[src/rtl/float_point_div.sv]
// float_point_div: sequential binary32 divider, out = A / B.
// Restoring radix-2 mantissa division, one quotient bit per clock, with a
// start/done handshake. Arithmetic is truncating, produces no NaN, and treats
// subnormal operands (exponent 0) as zero. Latency is fixed at 26 clocks from
// acceptance to done, whatever the operand values.
module float_point_div (
  input  logic        clk,
  input  logic        rst_n,
  input  logic        start,
  input  logic [31:0] A,
  input  logic [31:0] B,
  output logic        busy,
  output logic        done,
  output logic [31:0] out,
  output logic        dz,
  output logic        ovf,
  output logic        unf
);

  typedef enum logic [1:0] {
    IDLE = 2'd0,
    CALC = 2'd1,
    NORM = 2'd2
  } state_t;

  // Last CALC step: the counter runs 0..24, giving 25 quotient bits.
  localparam logic [4:0] LAST_STEP = 5'd24;

  state_t      state;
  logic [4:0]  step_cnt;
  logic [25:0] rem;       // partial remainder, two headroom bits over the mantissa
  logic [23:0] dvsr;      // divisor mantissa with hidden bit
  logic [24:0] quo;       // quotient, quo[24] is the integer bit
  logic [7:0]  exp_a;
  logic [7:0]  exp_b;
  logic        sign;
  logic        a_zero;
  logic        b_zero;

  // One restoring step: trial subtract, keep or restore, then shift left.
  logic        qbit;
  logic [25:0] rem_sel;
  logic [25:0] rem_next;

  // Normalisation and result selection, consumed in NORM.
  logic signed [9:0] exp_calc;
  logic [22:0]       mant;
  logic [31:0]       res_out;
  logic              res_dz;
  logic              res_ovf;
  logic              res_unf;

  // Trial subtraction of the divisor from the partial remainder.
  always_comb begin
    // NOTE: every combinational output gets a default first, so no path
    // leaves a signal unassigned and no latch is inferred.
    qbit     = 1'b0;
    rem_sel  = rem;
    rem_next = '0;
    if (rem >= {2'b00, dvsr}) begin
      qbit    = 1'b1;
      rem_sel = rem - {2'b00, dvsr};
    end
    rem_next = {rem_sel[24:0], 1'b0};
  end

  // Normalise the quotient and apply the special-case priority.
  always_comb begin
    res_out = '0;
    res_dz  = 1'b0;
    res_ovf = 1'b0;
    res_unf = 1'b0;
    // Ma/Mb lies in (0.5, 2): either the integer bit or the first fraction
    // bit is set, so one position of shift is all normalisation needs.
    if (quo[24]) begin
      mant     = quo[23:1];
      exp_calc = $signed({2'b00, exp_a}) - $signed({2'b00, exp_b}) + 10'sd127;
    end else begin
      mant     = quo[22:0];
      exp_calc = $signed({2'b00, exp_a}) - $signed({2'b00, exp_b}) + 10'sd126;
    end

    if (b_zero) begin
      // Divide by zero, including 0/0: defined as signed infinity.
      res_out = {sign, 8'hFF, 23'h0};
      res_dz  = 1'b1;
    end else if (a_zero) begin
      res_out = 32'h0;
    end else if (exp_calc >= 10'sd255) begin
      res_out = {sign, 8'hFF, 23'h0};
      res_ovf = 1'b1;
    end else if (exp_calc <= 10'sd0) begin
      res_out = 32'h0;
      res_unf = 1'b1;
    end else begin
      res_out = {sign, exp_calc[7:0], mant};
    end
  end

  // Control FSM, datapath registers and registered outputs.
  always_ff @(posedge clk or negedge rst_n) begin
    if (!rst_n) begin
      state    <= IDLE;
      step_cnt <= '0;
      rem      <= '0;
      dvsr     <= '0;
      quo      <= '0;
      exp_a    <= '0;
      exp_b    <= '0;
      sign     <= 1'b0;
      a_zero   <= 1'b0;
      b_zero   <= 1'b0;
      busy     <= 1'b0;
      done     <= 1'b0;
      out      <= '0;
      dz       <= 1'b0;
      ovf      <= 1'b0;
      unf      <= 1'b0;
    end else begin
      // NOTE: non-blocking assignments here, so every register samples the
      // pre-edge values and evaluation order inside the block is irrelevant.
      done <= 1'b0;
      case (state)
        IDLE: begin
          if (start) begin
            sign     <= A[31] ^ B[31];
            exp_a    <= A[30:23];
            exp_b    <= B[30:23];
            a_zero   <= (A[30:23] == 8'h00);
            b_zero   <= (B[30:23] == 8'h00);
            rem      <= {2'b00, 1'b1, A[22:0]};
            dvsr     <= {1'b1, B[22:0]};
            quo      <= '0;
            step_cnt <= '0;
            busy     <= 1'b1;
            state    <= CALC;
          end
        end
        CALC: begin
          // Zero operands run the full sequence too, keeping latency fixed.
          rem      <= rem_next;
          quo      <= {quo[23:0], qbit};
          step_cnt <= step_cnt + 5'd1;
          if (step_cnt == LAST_STEP) begin
            state <= NORM;
          end
        end
        NORM: begin
          out   <= res_out;
          dz    <= res_dz;
          ovf   <= res_ovf;
          unf   <= res_unf;
          done  <= 1'b1;
          busy  <= 1'b0;
          state <= IDLE;
        end
        default: begin
          state <= IDLE;
          busy  <= 1'b0;
        end
      endcase
    end
  end

endmodule

[config.mk]
export PLATFORM = sky130hd
export DESIGN_NAME = float_point_div
export DESIGN_NICKNAME = d
export VERILOG_FILES = /design/src/rtl/float_point_div.sv
export SDC_FILE = /design/constraint.sdc
export NUM_CORES = 1
export LEC_CHECK = 0
export BUFFER_PORTS_ARGS = -buffer_cell sky130_fd_sc_hd__buf_4
export CORE_ASPECT_RATIO = 0.75
export CORE_UTILIZATION = 63
export CTS_CLUSTER_DIAMETER = 80
export CTS_CLUSTER_SIZE = 20
export DETAILED_ROUTE_END_ITERATION = 8
export GPL_TIMING_DRIVEN = 1
export PLACE_DENSITY_LB_ADDON = 0.15
export RECOVER_POWER = 100
export SLEW_MARGIN = 0
export SYNTH_ARGS = -nofsm -noshare
export SYNTH_HDL_FRONTEND = slang
export SYNTH_SLANG_ARGS = --single-unit
[constraint.sdc]
create_clock -name clk -period 8 [get_ports clk]
set_input_delay 1.6 -clock clk [delete_from_list [all_inputs] [get_ports clk]]
set_output_delay 1.6 -clock clk [all_outputs]
set_load 0.005 [all_outputs]
==> reports/metrics.cfg <==
[outcome]
outcome=complete, but fails checks
violations=max-capacitance violations, max-slew violations

[floorplanning]
die_h_um=99.7
core_region_area_um2=12300
num_rows=35
start_util_pct=64.9
ioPinCount=104
die_area_um2=13200
die_x_um=132

[sta]
rsz0062_at_grt=false
min_period_ps=5210
fin_ws_ps=2790
setup_viol=0
finalHoldViolCount=0
slew_viol_final=322
fin_tns_setup_ps=0
worst_clock_skew_ps=13.6
hold-worst-slack_ps=452
worst_slew_pin_slew_ps=3710
clock.fmax_mhz=192
final.period_utilization_pct=65.1
maxSlewHeadroom_pct=-147

[power_and_ir_drop]
clkPwrFrac_pct=15.4
p_int_mw=2.71
pwr-share-seq_pct=24.3
combinationalPowerShare_pct=60.3
report.power.total_mw=4.94
p_sw_share_pct=45.1
max-vdd-ir-drop_v=0.000301
leakagePower_nw=4.48
p_per_area_nw_per_um2=529
p_sw_mw=2.23

[finish]
antenna_cells=0
fin_area_um2=9330
fin_nets=1105
final_core_util_pct=75.6
stdcell_count=1178
drive_above_1_share_pct=15.3
syn_to_final_growth_pct=16.5
layout_commonest_cell=nand2_1
layout_common_cells=214 x nand2_1, 138 x dfrtp_1, 84 x o21ai_0

[detailed_routing]
routed-via-count=6756
wl_mm=18.3
dr.pass1.iters=5
first_iter_violations=505
ant_nets=0
vias_per_cell=5.74
drc=0
wl_per_cell_um=15.5

[critical_path]
crit_type=in2reg
crit_arrival_ps=5500
crit_required_ps=8290
r2r_end=out[17]$_DFFE_PN0P_
crit_path_max_fanout=100
rr_startpoint=exp_a[1]$_DFFE_PN0P_
reg2reg_slack_ps=3150
r2r_cells=14
endpoint_kind=flip-flop
critPathLaunchType=input port

[clocking]
postCtsSetupRepairBufs=0
cts_buffers=17
clkLatencyLatePin_ps=420
cts_root_buffer=clkbuf_16
cts_tree=done
clock-sinks=138
hold_buffers=0
cts_max_level=4
cts.path.max_buffers=2
cts-resized-gates=0
path_clk_slew_ps=60

[yosys]
synth_area_leaders=dfrtp_1 43%, nand2_1 10%, ha_1 5.9%
synth-seq-cells=138
yosys_warnings=0
yosysTopAreaCellShare_pct=43.1
avgSynthCellArea_um2=8.77
synth_cell_types=65
synth-async-reset-ratio_pct=100
synth_ff_type=dfrtp_1
synth-edff-count=0
seq_area_frac_synth_pct=43.1
synth.cell_area_um2=8010
synth_top_area_cell=dfrtp_1
syn_nets=1020
syn-instance-count=914

[placed_design]
pre_cts_slack_ps=4000
placed_area_um2=8900
dp_hpwl_mm=12.1
dp.cells=1146
portBuffers=103
gp_congestion=0.864

[grt]
grt_overflow=0
first_global_vias=6355
track_usage_pct=29.4
grt_pass1_wl_mm=30.8
grt_max_degree=101
antenna_found_initial=0

[worst_hold_path]
hold_path.startpoint=dvsr[23]$_DFFE_PN0P_
hp-class=reg2reg
whs_path_depth=2
hold_end=dvsr[23]$_DFFE_PN0P_

[flow_run]
drv_cap=5

synthesized netlist by cell type (all sizes together), types with 3 or more instances:
cell / count
a31oi: 18
and2: 6
nor3: 9
xnor2: 16
buf: 12
nor2b: 3
nand3: 38
and3: 8
mux2i: 30
xor2: 14
o211ai: 7
nand2b: 7
a21oi: 33
a311oi: 3
nand4: 5
or3: 4
clkbuf: 33
a211oi: 13
o21a: 5
nor4: 4
o21ai: 85
nor2: 45
nand2: 214
inv: 53
mux2: 6
dfrtp: 138
or2: 5
o31ai: 6
a2111oi: 3
ha: 38
a21o: 16
sequential cells by signal, indices dropped and copies added (netlist names):
register  cells
a_zero        1
out          32
b_zero        1
exp_a         8
busy          1
dvsr         24
sign          1
step_cnt      5
exp_b         8
quo          25
dz            1
rem          26
unf           1
done          1
ovf           1
state         2
worst max path at each step:
stage          slack [ps]                  from  cells after the start                 endpoint
2_1_floorplan        4430  exp_a[1]$_DFFE_PN0P_                     15      out[10]$_DFFE_PN0P_
3_3_place_gp         4160  exp_a[1]$_DFFE_PN0P_                     14       out[8]$_DFFE_PN0P_
3_5_place_dp         4000  exp_a[1]$_DFFE_PN0P_                     14       out[7]$_DFFE_PN0P_
4_1_cts              3910  exp_a[1]$_DFFE_PN0P_                     14       out[7]$_DFFE_PN0P_
5_1_grt              2080                 start                      6  step_cnt[2]$_DFFE_PN0P_
6_report             2790                 start                      6  step_cnt[2]$_DFFE_PN0P_
worst max-delay path, cell delays in order:
cell	delay (ps)
clkbuf_1	130
nor3b_1	190
clkbuf_1	2620
nor2_1	510
o21ai_0	320
o21ai_0	110
power groups by stage:
stage | logic [mW] | clock network, mW | registers [mW]
finish | 2.98 | 0.761 | 1.20
global route | 3.31 | 0.797 | 1.24
CTS | 2.99 | 0.766 | 1.20
detailed placement | 2.93 | 0 | 1.20
global placement | 2.85 | 0 | 1.20
floorplan | 2.32 | 0 | 1.16
cell type report:
type / count / area (um2)
clock inverters: 13 / 134
flip-flops and latches: 138 / 3450
clock buffers: 19 / 433
inverters: 53 / 199
multi-input cells: 678 / 4100
well taps: 166 / 208
repair buffers: 111 / 803
fillers: 910 / 3020
kinds of logic (layout without fill, tap and decap cells):
kind of cell,after synthesis,after routing,share of synthesized area [%]
AND/OR/NAND/NOR,360,360,19.7
AO/OA/AOI/OAI,211,211,17.8
flip-flops,138,138,43.1
buffers and inverters,98,196,4.89
adder cells (fa/ha/maj),40,40,6.31
multiplexers,36,36,4.59
XOR/XNOR,31,31,3.56
routing by layer:
layer	wire [um]	global-route usage, %	share of wire (%)	vias up
met3	968	5.91	5.3	19
met4	216	8.75	1.2	0
met2	7950	42.9	43	189
met5	0	0	0	-
li1	-	-	-	3324
met1	9170	44.2	50	3224
Power figures use the tool's default switching activity.
